### config.mk
export PLATFORM = sky130hd
export DESIGN_NAME = clock_fnd_ctrl
export DESIGN_NICKNAME = d
export VERILOG_FILES = /design/src/rtl/clock_fnd_pkg.sv /design/src/rtl/clock_fnd_bcd.sv /design/src/rtl/clock_fnd_ctrl.sv
export SDC_FILE = /design/constraint.sdc
export NUM_CORES = 1
export LEC_CHECK = 0
export CAP_MARGIN = 5
export CORE_ASPECT_RATIO = 2
export CORE_MARGIN = 4
export CORE_UTILIZATION = 50
export DETAILED_ROUTE_END_ITERATION = 10
export GPL_ROUTABILITY_DRIVEN = 0
export PLACE_DENSITY = 0.71
export RECOVER_POWER = 25
export REMOVE_ABC_BUFFERS = 1
export SYNTH_ARGS = -nofsm -noshare
export SYNTH_HDL_FRONTEND = slang
export SYNTH_SLANG_ARGS = --single-unit
### constraint.sdc
create_clock -name clk -period 8.1 [get_ports clk]
set_clock_uncertainty 0.2 [all_clocks]
set_input_delay 1.62 -clock clk [delete_from_list [all_inputs] [get_ports clk]]
set_output_delay 1.62 -clock clk [all_outputs]
set_load 0.05 [all_outputs]
### src/rtl/clock_fnd_pkg.sv
// rtl/clock_fnd_pkg.sv - shared constants, snapshot type and font lookup for the FND controller
package clock_fnd_pkg;

  localparam int NUM_DIGITS       = 4;
  localparam int DP_BIT           = 7;
  localparam int DOT_BLINK_THRESH = 50;

  // Common-anode segment codes {dp,g,f,e,d,c,b,a}, active-low, dp off
  localparam logic [7:0] FONT_0     = 8'hC0;
  localparam logic [7:0] FONT_1     = 8'hF9;
  localparam logic [7:0] FONT_2     = 8'hA4;
  localparam logic [7:0] FONT_3     = 8'hB0;
  localparam logic [7:0] FONT_4     = 8'h99;
  localparam logic [7:0] FONT_5     = 8'h92;
  localparam logic [7:0] FONT_6     = 8'h82;
  localparam logic [7:0] FONT_7     = 8'hF8;
  localparam logic [7:0] FONT_8     = 8'h80;
  localparam logic [7:0] FONT_9     = 8'h90;
  localparam logic [7:0] FONT_BLANK = 8'hFF;

  typedef struct packed {
    logic [6:0] msec;
    logic [5:0] sec;
    logic [5:0] min;
    logic [4:0] hour;
    logic       mode;
  } snap_t;

  function automatic logic [7:0] font_of(input logic [3:0] digit);
    case (digit)
      4'd0:    font_of = FONT_0;
      4'd1:    font_of = FONT_1;
      4'd2:    font_of = FONT_2;
      4'd3:    font_of = FONT_3;
      4'd4:    font_of = FONT_4;
      4'd5:    font_of = FONT_5;
      4'd6:    font_of = FONT_6;
      4'd7:    font_of = FONT_7;
      4'd8:    font_of = FONT_8;
      4'd9:    font_of = FONT_9;
      default: font_of = FONT_BLANK;
    endcase
  endfunction

endpackage

### src/rtl/clock_fnd_bcd.sv
// rtl/clock_fnd_bcd.sv - 7-bit binary to two-digit BCD, saturating at 99
module clock_fnd_bcd (
  input  logic [6:0] bin,
  output logic [3:0] tens,
  output logic [3:0] ones
);

  logic [6:0] sat;

  always_comb begin
    sat  = (bin > 7'd99) ? 7'd99 : bin;
    tens = 4'(sat / 7'd10);
    ones = 4'(sat % 7'd10);
  end

endmodule

### src/rtl/clock_fnd_ctrl.sv
// rtl/clock_fnd_ctrl.sv - four-digit multiplexed FND driver with per-frame time snapshot
// Optional build macro FND_DOT_BLINK_EN: blink the d2 decimal point at 1 Hz from snapshot msec.
module clock_fnd_ctrl
  import clock_fnd_pkg::*;
#(
  parameter int SCAN_COUNT = 100_000
) (
  input  logic       clk,
  input  logic       rst,
  input  logic [6:0] msec,
  input  logic [5:0] sec,
  input  logic [5:0] min,
  input  logic [4:0] hour,
  input  logic       sw_mode,
  output logic [3:0] fnd_comm,
  output logic [7:0] fnd_font
);

  localparam int CW = (SCAN_COUNT > 1) ? $clog2(SCAN_COUNT) : 1;
  localparam int SW = $clog2(NUM_DIGITS);

  logic [CW-1:0] cnt_q, cnt_d;
  logic [SW-1:0] sel_q, sel_d;
  snap_t         snap_q, snap_d;
  logic [3:0]    comm_q, comm_d;
  logic [7:0]    font_q, font_d;

  logic       scan_tick;
  logic       dp_lit;
  logic [6:0] left_bin, right_bin;
  logic [3:0] left_tens, left_ones, right_tens, right_ones;

  assign scan_tick = (cnt_q == CW'(SCAN_COUNT - 1));

  // Digit values always come from the snapshot so one frame never mixes two times
  always_comb begin
    left_bin  = snap_q.mode ? {1'b0, snap_q.sec} : {2'b00, snap_q.hour};
    right_bin = snap_q.mode ? snap_q.msec        : {1'b0, snap_q.min};
  end

  clock_fnd_bcd u_bcd_left (
    .bin  (left_bin),
    .tens (left_tens),
    .ones (left_ones)
  );

  clock_fnd_bcd u_bcd_right (
    .bin  (right_bin),
    .tens (right_tens),
    .ones (right_ones)
  );

`ifdef FND_DOT_BLINK_EN
  assign dp_lit = (snap_q.msec < 7'(DOT_BLINK_THRESH));
`else
  assign dp_lit = 1'b1;
`endif

  always_comb begin
    cnt_d  = scan_tick ? '0 : cnt_q + 1'b1;
    sel_d  = scan_tick ? sel_q + 1'b1 : sel_q;
    snap_d = snap_q;
    if (scan_tick && (sel_q == SW'(NUM_DIGITS - 1))) begin
      snap_d.msec = msec;
      snap_d.sec  = sec;
      snap_d.min  = min;
      snap_d.hour = hour;
      snap_d.mode = sw_mode;
    end

    comm_d = ~(4'b0001 << sel_q);
    case (sel_q)
      2'd0:    font_d = font_of(right_ones);
      2'd1:    font_d = font_of(right_tens);
      2'd2:    font_d = font_of(left_ones);
      default: font_d = font_of(left_tens);
    endcase
    if (sel_q == 2'd2) begin
      font_d[DP_BIT] = ~dp_lit;
    end
  end

  always_ff @(posedge clk) begin
    if (!rst) begin
      cnt_q  <= '0;
      sel_q  <= '0;
      snap_q <= '0;
      comm_q <= 4'b1111;
      font_q <= FONT_BLANK;
    end else begin
      cnt_q  <= cnt_d;
      sel_q  <= sel_d;
      snap_q <= snap_d;
      comm_q <= comm_d;
      font_q <= font_d;
    end
  end

  assign fnd_comm = comm_q;
  assign fnd_font = font_q;

endmodule

==> results.py, run 1 <==
metrics = {
    "power_and_ir_drop": {
        "clockPowerShare": 0.418,
        "p_sw_w": 0.000116,
        "intPower_w": 0.000414,
        "pwr-share-comb": 0.063,
        "leakage_nw": 1.84,
        "switching_share": 0.219,
        "cellPowerDensity_nw_per_um2": 113,
        "seq_power_share": 0.519,
        "ir_drop_v": 0.000159,
    },
    "synth": {
        "ys_seq_area_frac": 0.267,
        "syn_area_per_cell_um2": 7.91,
        "synth_ff_type": "dfxtp_1",
        "yosysTopAreaCell": "dfxtp_1",
        "synth.distinct_cells": 71,
        "synth-edff-count": 0,
        "synth_top_area_share": 0.267,
        "yosysWarnings": 0,
        "synthArstFlopShare": 0,
        "syn_inst": 522,
        "ys_ff_latch": 55,
        "syn-cell-area_um2": 4130,
        "synth_area_leaders": "dfxtp_1 (27%), ha_1 (11%), nand2_1 (7.6%)",
    },
    "cts": {
        "ctsHtreeMaxLevel": 2,
        "cts_made_buffers": 5,
        "post-cts-setup-buffer-count": 0,
        "path_clk_slew_ns": 0.07,
        "clk_latency_ns": 0.30,
        "cts_tree": "done",
        "clock-root-buffer": "clkbuf_16",
        "post_cts_resized": 0,
        "clockBufferDepth": 2,
        "clock_sinks": 55,
        "holdBufCountCts": 0,
    },
    "critical_path": {
        "crit_buf_inv": 4,
        "cp_max_fo": 22,
        "crit_family": "compound AO/OA/AOI/OAI gates",
        "max_stage_delay_ns": 0.63,
        "reg2reg_slack_ns": 1.31,
        "cp_cell_sequence": "buf_4, nand2b_1, o21ai_0, ha_1, and4b_1, o31ai_1, inv_1, ha_1, or2_2, a211o_1, o221ai_1, a21oi_1, mux2i_1, inv_1, ha_1, nor4_1, nor3_2, xnor2_1, inv_1, ha_1, and3_1, o311ai_0, a22oi_1",
        "cp_slowest_cell": "dfxtp_1",
        "cp.arrival_ns": 6.74,
        "critPathLaunchType": "flip-flop",
        "reg2regPathDepth": 23,
        "critPathLaunch": "snap_q[0]$_SDFFE_PN0P_",
        "rr_endpoint": "fnd_font[0]$_SDFF_PN1_",
        "worst-path-stages": 23,
        "required_ns": 8.05,
        "cp-end-kind": "flip-flop",
        "endpoint": "fnd_font[0]$_SDFF_PN1_",
        "r2r-start": "snap_q[0]$_SDFFE_PN0P_",
        "critPathMostFrequentCell": "ha_1",
        "worstSetupPathType": "reg2reg",
    },
    "sta": {
        "finalCriticalPeriod_ns": 6.79,
        "finalSetupTns_ns": 0,
        "period_share": 0.839,
        "hold_viol": 0,
        "rsz0062_at_grt": "no",
        "setup_viol": 0,
        "fmax_ghz": 0.147,
        "whs_ns": 0.273,
        "slew_violations": 0,
        "slew_headroom": 0.214,
        "worst_pin_slew_ns": 1.18,
    },
    "floorplanning": {
        "die_area_um2": 9860,
        "die_y_um": 136,
        "die_w_um": 72.2,
        "io_pins": 39,
        "core_area_um2": 8000,
        "rows": 46,
        "start_util": 0.516,
    },
    "hold_path": {
        "hold_path_class": "reg2reg",
    },
    "cells_and_area": {
        "area_delta_synth_final_pct": 13.6,
        "layout-drive-gt1-share": 0.0529,
        "nets": 611,
        "diodes": 0,
        "fin_cells": 644,
    },
    "global_routing": {
        "grt_max_degree": 35,
        "overflow": 0,
        "grt_pass1_wl_um": 17600,
        "antenna_found_initial": 0,
        "grt_pass1_vias": 3911,
        "grtUsageTotal": 0.223,
    },
    "drt": {
        "route.vias.total": 3837,
        "wirelength_um": 10500,
        "via_per_inst": 5.96,
        "drc": 0,
        "postRouteAntennaNets": 0,
        "drt_iter0_markers": 216,
        "wire_per_inst_um": 16.2,
        "firstDrtPassIters": 6,
    },
    "run": {
        "drv_cap": 0,
    },
    "run_status": {
        "status": "finished clean",
    },
    "placement": {
        "port_buffers": 38,
        "place_inst": 637,
        "hpwl_um": 8410,
    },
}
## area by class of cell
type                    instances  area [µm²]
clock inverters                 1        8.76
well taps                      96         120
clock buffers                   6         139
flip-flops and latches         55        1100
multi-input cells             416        2820
repair buffers                 40         392
fillers                       745        3310
inverters                      30         113
## power by group through the flow
stage | Combinational (W) | Clock (W) | Sequential [W]
floorplan | 0.00000702 | 0 | 0.000288
global placement | 0.0000338 | 0 | 0.000282
detailed placement | 0.0000339 | 0 | 0.000282
CTS | 0.0000340 | 0.000229 | 0.000275
global route | 0.0000361 | 0.000240 | 0.000276
finish | 0.0000336 | 0.000222 | 0.000275
## logic make-up after synthesis
group	Yosys count	share of synthesized area
AO/OA/AOI/OAI	147	0.263
XOR/XNOR	22	0.0485
adder cells (fa/ha/maj)	36	0.109
buffers and inverters	51	0.0509
flip-flops	55	0.267
multiplexers	13	0.0321
AND/OR/NAND/NOR	198	0.230
## per-layer routing
metal / GRT usage / vias to the layer above / wire, µm
li1: - / 1917 / -
met1: 0.207 / 1772 / 3710
met2: 0.437 / 104 / 5890
met3: 0.0289 / 44 / 278
met4: 0.132 / 0 / 588
met5: 0 / - / 0
## per-stage QoR
| step | power [W] | utilization | setup WS, ns | instance area, µm² |
|---|---|---|---|---|
| final | 0.000531 | 0.586 | 1.31 | 4690 |
| after global routing | 0.000552 | 0.586 | 0.628 | 4690 |
| after CTS | 0.000538 | 0.586 | 1.41 | 4690 |
| after detailed placement | 0.000316 | 0.568 | 1.44 | 4540 |
| after global placement | 0.000316 | 0.568 | 1.77 | 4540 |
| after floorplan | 0.000295 | - | 2.17 | 4030 |
## flip-flops by register name (all words and copies together), names as in the netlist
register and flops:
cnt_q 17, fnd_comm 3, sel_q 2, snap_q 25
fnd_font 8
## how the worst min path moves through the flow
stage / start / endpoint / slack (ns) / depth (start not counted)
floorplan: snap_q[11]$_SDFFE_PN0P_ / snap_q[11]$_SDFFE_PN0P_ / 0.24 / 2
global placement: snap_q[5]$_SDFFE_PN0P_ / snap_q[5]$_SDFFE_PN0P_ / 0.25 / 2
detailed placement: snap_q[5]$_SDFFE_PN0P_ / snap_q[5]$_SDFFE_PN0P_ / 0.26 / 2
CTS: snap_q[4]$_SDFFE_PN0P_ / snap_q[4]$_SDFFE_PN0P_ / 0.27 / 2
global route: snap_q[4]$_SDFFE_PN0P_ / snap_q[4]$_SDFFE_PN0P_ / 0.31 / 2
finish: snap_q[4]$_SDFFE_PN0P_ / snap_q[4]$_SDFFE_PN0P_ / 0.27 / 2
## placed cells by master, fill, tap and decap left out, drive strengths merged, types with 9 or more instances in the layout
| cell | count |
|---|---|
| nand2 | 83 |
| dfxtp | 55 |
| nor2 | 38 |
| clkdlybuf4s50 | 37 |
| ha | 36 |
| inv | 31 |
| a21oi | 30 |
| a21boi | 27 |
| o21ai | 23 |
| nand3 | 20 |
| xor2 | 14 |
| mux2i | 11 |
| and3 | 9 |
## worst min-delay path, stage by stage, from the launching register on
cell	delay, ns
dfxtp_1	0.31
nand2_1	0.05
a21boi_0	0.06
## synth_stat cells (3+ instances only)
library cell  instances
nor2b_1               5
and3_1                9
inv_1                30
o31ai_1               5
nor4_1                5
and2_1                3
o311ai_0              4
clkbuf_1             14
xor2_1               14
a21boi_0             27
ha_1                 36
nand4_1               5
a31oi_1               6
nor3_1                5
o211ai_1              4
mux2i_1              11
dfxtp_1              55
nor2_1               38
a21oi_1              29
o21a_1                5
buf_2                 3
nand3_1              20
a211oi_1              5
nand2b_1              7
o22ai_1               3
a21o_1                4
o221ai_1              5
o21ai_0              22
nand2_1              83
or2_2                 3
xnor2_1               7
No activity file was read; power rests on OpenSTA's default activity.
==> run 2, diff against run 1 <==
--- a/config.mk
+++ b/config.mk
@@ -11,7 +11,7 @@
 export CORE_UTILIZATION = 50
 export DETAILED_ROUTE_END_ITERATION = 10
 export GPL_ROUTABILITY_DRIVEN = 0
-export PLACE_DENSITY = 0.71
+export PLACE_DENSITY = 0.74
 export RECOVER_POWER = 25
 export REMOVE_ABC_BUFFERS = 1
 export SYNTH_ARGS = -nofsm -noshare
==> constraint.sdc (replaced) <==
create_clock -name clk -period 5.9 [get_ports clk]
set_clock_uncertainty 0.2 [all_clocks]
set_input_delay 1.18 -clock clk [delete_from_list [all_inputs] [get_ports clk]]
set_output_delay 1.18 -clock clk [all_outputs]
set_load 0.05 [all_outputs]
==> run 2 against run 1 <==
Against the previous run:
- clock power grew 55%
- first-iteration DRC count is 12% lower
- final cell count increased by 1.2%
- sequential power increased by 37%
- sequential share of layout area down 0.55 points
- maximum frequency is 23% higher
- routed wire length shrank 1.4%
- global-route usage down 1.1 points
- worst hold slack got worse by 0.0017 ns
- critical endpoint is now fnd_font[3]$_SDFF_PN1_
==> results.py, run 2 (synthesis results as in run 1) <==
metrics = {
    "sta": {
        "period_share": 0.937,
        "hold_viol": 0,
        "slew_headroom": 0.185,
        "fmax_ghz": 0.181,
        "finalCriticalPeriod_ns": 5.53,
        "setup_viol": 0,
        "slew_violations": 0,
        "worst_pin_slew_ns": 1.22,
    },
    "cts": {
        "cts_made_buffers": 5,
        "cts_tree": "done",
        "clock_sinks": 55,
        "clock-root-buffer": "clkbuf_16",
        "post-cts-setup-buffer-count": 0,
        "clk_latency_ns": 0.30,
        "clockBufferDepth": 2,
        "path_clk_slew_ns": 0.07,
        "ctsHtreeMaxLevel": 2,
    },
    "cells_and_area": {
        "area_delta_synth_final_pct": 17.0,
        "largest_reg_flops": 25,
        "layout-drive-gt1-share": 0.0845,
        "diodes": 0,
        "final_cell_area_um2": 4830,
        "fin_cells": 652,
        "layout_common_cells": "nand2_1 (83), dfxtp_1 (52), nor2_1 (37), clkdlybuf4s50_1 (37), ha_1 (36)",
        "mostFrequentLayoutCell": "nand2_1",
        "nets": 618,
        "regMostFlops": "snap_q",
        "n_fill_cell": 723,
    },
    "power_and_ir_drop": {
        "switching_share": 0.216,
        "intPower_w": 0.000602,
        "clockPowerShare": 0.448,
        "cellPowerDensity_nw_per_um2": 159,
        "pwr-share-comb": 0.060,
        "ir_drop_v": 0.000191,
        "seq_power_share": 0.491,
        "leakage_nw": 1.88,
        "p_sw_w": 0.000166,
    },
    "placement": {
        "place_inst": 644,
        "hpwl_um": 8130,
        "port_buffers": 38,
        "place_area_um2": 4600,
    },
    "critical_path": {
        "critPathMostFrequentCell": "ha_1",
        "cp_slowest_cell": "dfxtp_4",
        "max_stage_delay_ns": 0.39,
        "worstSetupPathType": "reg2reg",
        "critPathLaunchType": "flip-flop",
        "cp_max_fo": 14,
        "required_ns": 5.91,
        "cp.arrival_ns": 5.54,
        "crit_family": "compound AO/OA/AOI/OAI gates",
        "crit_buf_inv": 2,
        "cp-end-kind": "flip-flop",
        "cp_cell_sequence": "buf_4, nor2b_1, a21oi_1, ha_1, nor2_2, a21oi_4, xnor2_4, ha_1, o21ai_0, a22oi_4, nor3_2, xnor2_1, ha_1, o21ai_0, nor4b_2, a311oi_4, and2_4, xnor2_1, inv_1, ha_1, a211oi_2, a211oi_1, a311oi_1",
    },
    "global_routing": {
        "grtUsageTotal": 0.211,
        "grt_pass1_wl_um": 16500,
        "grt_pass1_vias": 3855,
        "grt_max_degree": 35,
        "antenna_found_initial": 0,
        "overflow": 0,
    },
    "drt": {
        "via_per_inst": 5.94,
        "route.vias.total": 3871,
        "wirelength_um": 10300,
        "wire_per_inst_um": 15.8,
        "postRouteAntennaNets": 0,
        "firstDrtPassIters": 5,
        "drc": 0,
        "drt_iter0_markers": 190,
    },
    "floorplanning": {
        "rows": 46,
        "core_area_um2": 8000,
        "die_area_um2": 9860,
        "start_util": 0.516,
        "die_y_um": 136,
        "io_pins": 39,
        "die_w_um": 72.2,
    },
    "hold_path": {
        "hold_path_class": "reg2reg",
    },
    "run": {
        "drv_cap": 0,
    },
    "run_status": {
        "status": "finished clean",
    },
}
run 2: path summary, 6_finish.rpt:
| path | startpoint | end | slack (ns) | depth (start not counted) |
|---|---|---|---|---|
| max | snap_q[0]$_SDFFE_PN0P_ | fnd_font[3]$_SDFF_PN1_ | 0.37 | 23 |
| min | snap_q[3]$_SDFFE_PN0P_ | snap_q[3]$_SDFFE_PN0P_ | 0.27 | 2 |
| max reg2reg | snap_q[0]$_SDFFE_PN0P_ | fnd_font[3]$_SDFF_PN1_ | 0.37 | 23 |
| min reg2reg | snap_q[3]$_SDFFE_PN0P_ | snap_q[3]$_SDFFE_PN0P_ | 0.27 | 2 |
run 2: through the flow:
step | total power (W) | hold slack, ns | setup TNS, ns | util | worst slack (ns)
4_1_cts | 0.000775 | 0.266 | 0 | 0.596 | 0.00394
5_1_grt | 0.000791 | 0.301 | -0.00697 | 0.603 | -0.00372
3_5_place_dp | 0.000434 | 0.256 | 0 | 0.575 | 0.0146
6_report | 0.000768 | 0.272 | 0 | 0.603 | 0.370
3_3_place_gp | 0.000433 | 0.250 | 0 | 0.575 | 0.185
2_1_floorplan | 0.000405 | 0.236 | -0.0549 | - | -0.0294
run 2: layout make-up:
type | count | area (µm²) | area share
clock buffer | 6 | 129 | 0.0267
multi-input combinational | 416 | 2880 | 0.596
inverter | 30 | 113 | 0.0233
sequential | 55 | 1110 | 0.229
tap | 96 | 120 | 0.0249
clock inverter | 2 | 38.8 | 0.00804
timing repair buffer | 47 | 444 | 0.0920
run 2: timing repair:
| item | 4_1_cts | 5_1_grt |
|---|---|---|
| gates resized for setup | 0 | 16 |
| setup endpoints to repair | 0 | 7 |
| hold buffers | 0 | 0 |
run 2: power by group through the flow:
stage | clock [W] | combinational [W] | sequential, W
4_1_cts | 0.000350 | 0.0000468 | 0.000378
3_3_place_gp | 0 | 0.0000462 | 0.000387
6_report | 0.000345 | 0.0000464 | 0.000378
5_1_grt | 0.000364 | 0.0000497 | 0.000378
2_1_floorplan | 0 | 0.00000963 | 0.000395
3_5_place_dp | 0 | 0.0000467 | 0.000387
run 2: worst reg2reg max path, stage by stage (launching register included):
cell	delay, ns
dfxtp_4	0.39
buf_4	0.19
nor2b_1	0.21
a21oi_1	0.10
ha_1	0.25
nor2_2	0.21
a21oi_4	0.13
xnor2_4	0.22
ha_1	0.20
o21ai_0	0.14
a22oi_4	0.22
nor3_2	0.09
xnor2_1	0.30
ha_1	0.29
o21ai_0	0.10
nor4b_2	0.18
a311oi_4	0.36
and2_4	0.27
xnor2_1	0.25
inv_1	0.15
ha_1	0.33
a211oi_2	0.30
a211oi_1	0.10
a311oi_1	0.26
run 2: per-layer routing:
layer / routed length [µm] / track usage / vias up
met2: 5830 / 0.421 / 95
met5: 0 / 0 / -
met4: 525 / 0.126 / 0
li1: - / - / 1926
met3: 273 / 0.0281 / 39
met1: 3680 / 0.190 / 1811
==> run 3, diff against run 2 <==
--- a/config.mk
+++ b/config.mk
@@ -11,7 +11,7 @@
 export CORE_UTILIZATION = 50
 export DETAILED_ROUTE_END_ITERATION = 10
 export GPL_ROUTABILITY_DRIVEN = 0
-export PLACE_DENSITY = 0.74
+export PLACE_DENSITY = 0.71
 export RECOVER_POWER = 25
 export REMOVE_ABC_BUFFERS = 1
 export SYNTH_ARGS = -nofsm -noshare
==> constraint.sdc (replaced) <==
create_clock -name clk -period 5.36 [get_ports clk]
set_clock_uncertainty 0.2 [all_clocks]
set_input_delay 1.072 -clock clk [delete_from_list [all_inputs] [get_ports clk]]
set_output_delay 1.072 -clock clk [all_outputs]
set_load 0.05 [all_outputs]
==> run 3 against run 2 <==
Against the previous run:
- first-iteration DRC count down 12%
- sequential share of layout area down 0.71 points
- routed wire length up 6.4%
- global-route usage grew 1.7 points
- power is 5.0% higher
- critical endpoint is now fnd_font[5]$_SDFF_PN1_
- maximum frequency grew 8.5%
- worst setup slack got worse by 0.11 ns
- design area rose by 2.9%
- count of clock-buffer cells in the layout down 1
- core utilization rose by 1.7 points
- combinational power rose by 9.5%
- final cell count up 1.5%
==> results.py, run 3 (synthesis results as in run 1) <==
metrics = {
    "sta": {
        "hold_viol": 0,
        "fmax_ghz": 0.196,
        "setup_viol": 0,
        "finalSetupTns_ns": 0,
        "slew_headroom": 0.157,
        "finalCriticalPeriod_ns": 5.10,
        "slew_violations": 0,
        "worst_pin_slew_ns": 1.26,
        "final.setup.worst_slack_ns": 0.262,
        "period_share": 0.951,
    },
    "cells_and_area": {
        "regMostFlops": "snap_q",
        "layout-drive-gt1-share": 0.117,
        "diodes": 0,
        "mostFrequentLayoutCell": "nand2_1",
        "n_fill_cell": 736,
        "nets": 628,
        "layout_common_cells": "nand2_1 (83), dfxtp_1 (53), nor2_1 (37)",
        "multi_input_area_um2": 2960,
        "register_area_um2": 1100,
        "largest_reg_flops": 25,
        "area_delta_synth_final_pct": 20.3,
    },
    "power_and_ir_drop": {
        "intPower_w": 0.000618,
        "p_sw_w": 0.000189,
        "clockPowerShare": 0.422,
        "leakage_nw": 1.95,
        "seq_power_share": 0.515,
        "pwr-share-comb": 0.063,
        "cellPowerDensity_nw_per_um2": 163,
        "switching_share": 0.234,
        "ir_drop_v": 0.000173,
    },
    "critical_path": {
        "cp_slowest_cell": "dfxtp_2",
        "cp_cell_sequence": "mux2i_1, inv_1, ha_1, nor2_2, a21oi_4, xnor2_4, ha_1, o21ai_0, a22oi_4, nor3_1, xnor2_1, ha_2, o21ai_0, nor4b_2, a311oi_4, and2_4, xnor2_2, inv_1, ha_1, inv_1, mux2i_1, a2111oi_2, a21oi_1",
        "cp.arrival_ns": 5.07,
        "cp-end-kind": "flip-flop",
        "critPathLaunchType": "flip-flop",
        "cp_max_fo": 8,
        "required_ns": 5.34,
        "max_stage_delay_ns": 0.43,
        "worstSetupPathType": "reg2reg",
    },
    "drt": {
        "wire_per_inst_um": 16.6,
        "via_per_inst": 5.93,
        "drt_iter0_markers": 167,
        "route.vias.total": 3927,
        "drc": 0,
        "postRouteAntennaNets": 0,
        "firstDrtPassIters": 4,
        "wirelength_um": 11000,
    },
    "floorplanning": {
        "rows": 46,
        "start_util": 0.516,
        "io_pins": 39,
        "die_area_um2": 9860,
        "core_area_um2": 8000,
        "die_w_um": 72.2,
        "die_y_um": 136,
    },
    "global_routing": {
        "overflow": 0,
        "grtUsageTotal": 0.228,
        "grt_max_degree": 35,
        "grt_pass1_vias": 3981,
        "grt_pass1_wl_um": 18000,
        "antenna_found_initial": 0,
    },
    "placement": {
        "hpwl_um": 8580,
        "pre_cts_slack_ns": -0.183,
        "port_buffers": 38,
    },
    "run_status": {
        "status": "finished clean",
    },
    "cts": {
        "clock_sinks": 55,
        "holdBufCountCts": 0,
        "clockBufferDepth": 2,
        "path_clk_slew_ns": 0.08,
        "cts_made_buffers": 5,
        "cts_tree": "done",
        "ctsHtreeMaxLevel": 2,
        "clock-root-buffer": "clkbuf_16",
        "clk_latency_ns": 0.30,
    },
    "hold_path": {
        "hold_path_class": "reg2reg",
    },
    "run": {
        "drv_cap": 0,
    },
}
## run 3: metal layers
metal | GRT usage | share of wire | wire [µm]
met1 | 0.210 | 0.35 | 3850
met2 | 0.463 | 0.58 | 6370
met3 | 0.0326 | 0.024 | 268
met4 | 0.104 | 0.044 | 481
met5 | 0 | 0 | 0
## run 3: critical path, delay by kind of cell (launching register included)
| kind | cells | cell delay (ns) |
|---|---|---|
| DFF | 1 | 0.43 |
| buffers and inverters | 3 | 0.34 |
| xor gates and xnor gates | 3 | 0.66 |
| adders and majority gates | 4 | 0.96 |
| and+or+nand+nor | 4 | 0.65 |
| AOI/OAI and AO/OA | 7 | 1.39 |
| muxes | 2 | 0.37 |
## run 3: final timing paths
check | slack (ns) | endpoint | start | cells after the start
max | 0.26 | fnd_font[5]$_SDFF_PN1_ | snap_q[0]$_SDFFE_PN0P_ | 23
min | 0.27 | snap_q[5]$_SDFFE_PN0P_ | snap_q[5]$_SDFFE_PN0P_ | 2
max reg2reg | 0.26 | fnd_font[5]$_SDFF_PN1_ | snap_q[0]$_SDFFE_PN0P_ | 23
min reg2reg | 0.27 | snap_q[5]$_SDFFE_PN0P_ | snap_q[5]$_SDFFE_PN0P_ | 2
## run 3: metrics by stage
| step | cell area, µm² | total power, W | util | instances | hold slack [ns] |
|---|---|---|---|---|---|
| floorplan | 4030 | 0.000446 | - | 501 | 0.236 |
| global placement | 4650 | 0.000477 | 0.581 | 651 | 0.246 |
| detailed placement | 4650 | 0.000477 | 0.581 | 651 | 0.260 |
| CTS | 4830 | 0.000816 | 0.604 | 659 | 0.269 |
| global route | 4960 | 0.000836 | 0.621 | 662 | 0.295 |
| finish | 4960 | 0.000807 | 0.621 | 662 | 0.271 |
## run 3: area by class of cell
| class | instances | area share |
|---|---|---|
| flip-flops and latches | 55 | 0.222 |
| multi-input cells | 416 | 0.596 |
| inverters | 30 | 0.0227 |
| clock buffers | 5 | 0.0252 |
| well taps | 96 | 0.0242 |
| clock inverters | 3 | 0.00529 |
| repair buffers | 57 | 0.105 |
## run 3: power groups by stage
stage	clock network (W)	registers [W]	logic [W]
detailed placement	0	0.000426	0.0000512
finish	0.000341	0.000416	0.0000508
global placement	0	0.000426	0.0000511
floorplan	0	0.000435	0.0000106
CTS	0.000349	0.000416	0.0000513
global route	0.000364	0.000416	0.0000551
## run 3: timing repair
item,4_1_cts,5_1_grt
pin swaps,0,3
buffers inserted,0,3
resized for setup,6,22
endpoints found under the setup margin,6,7
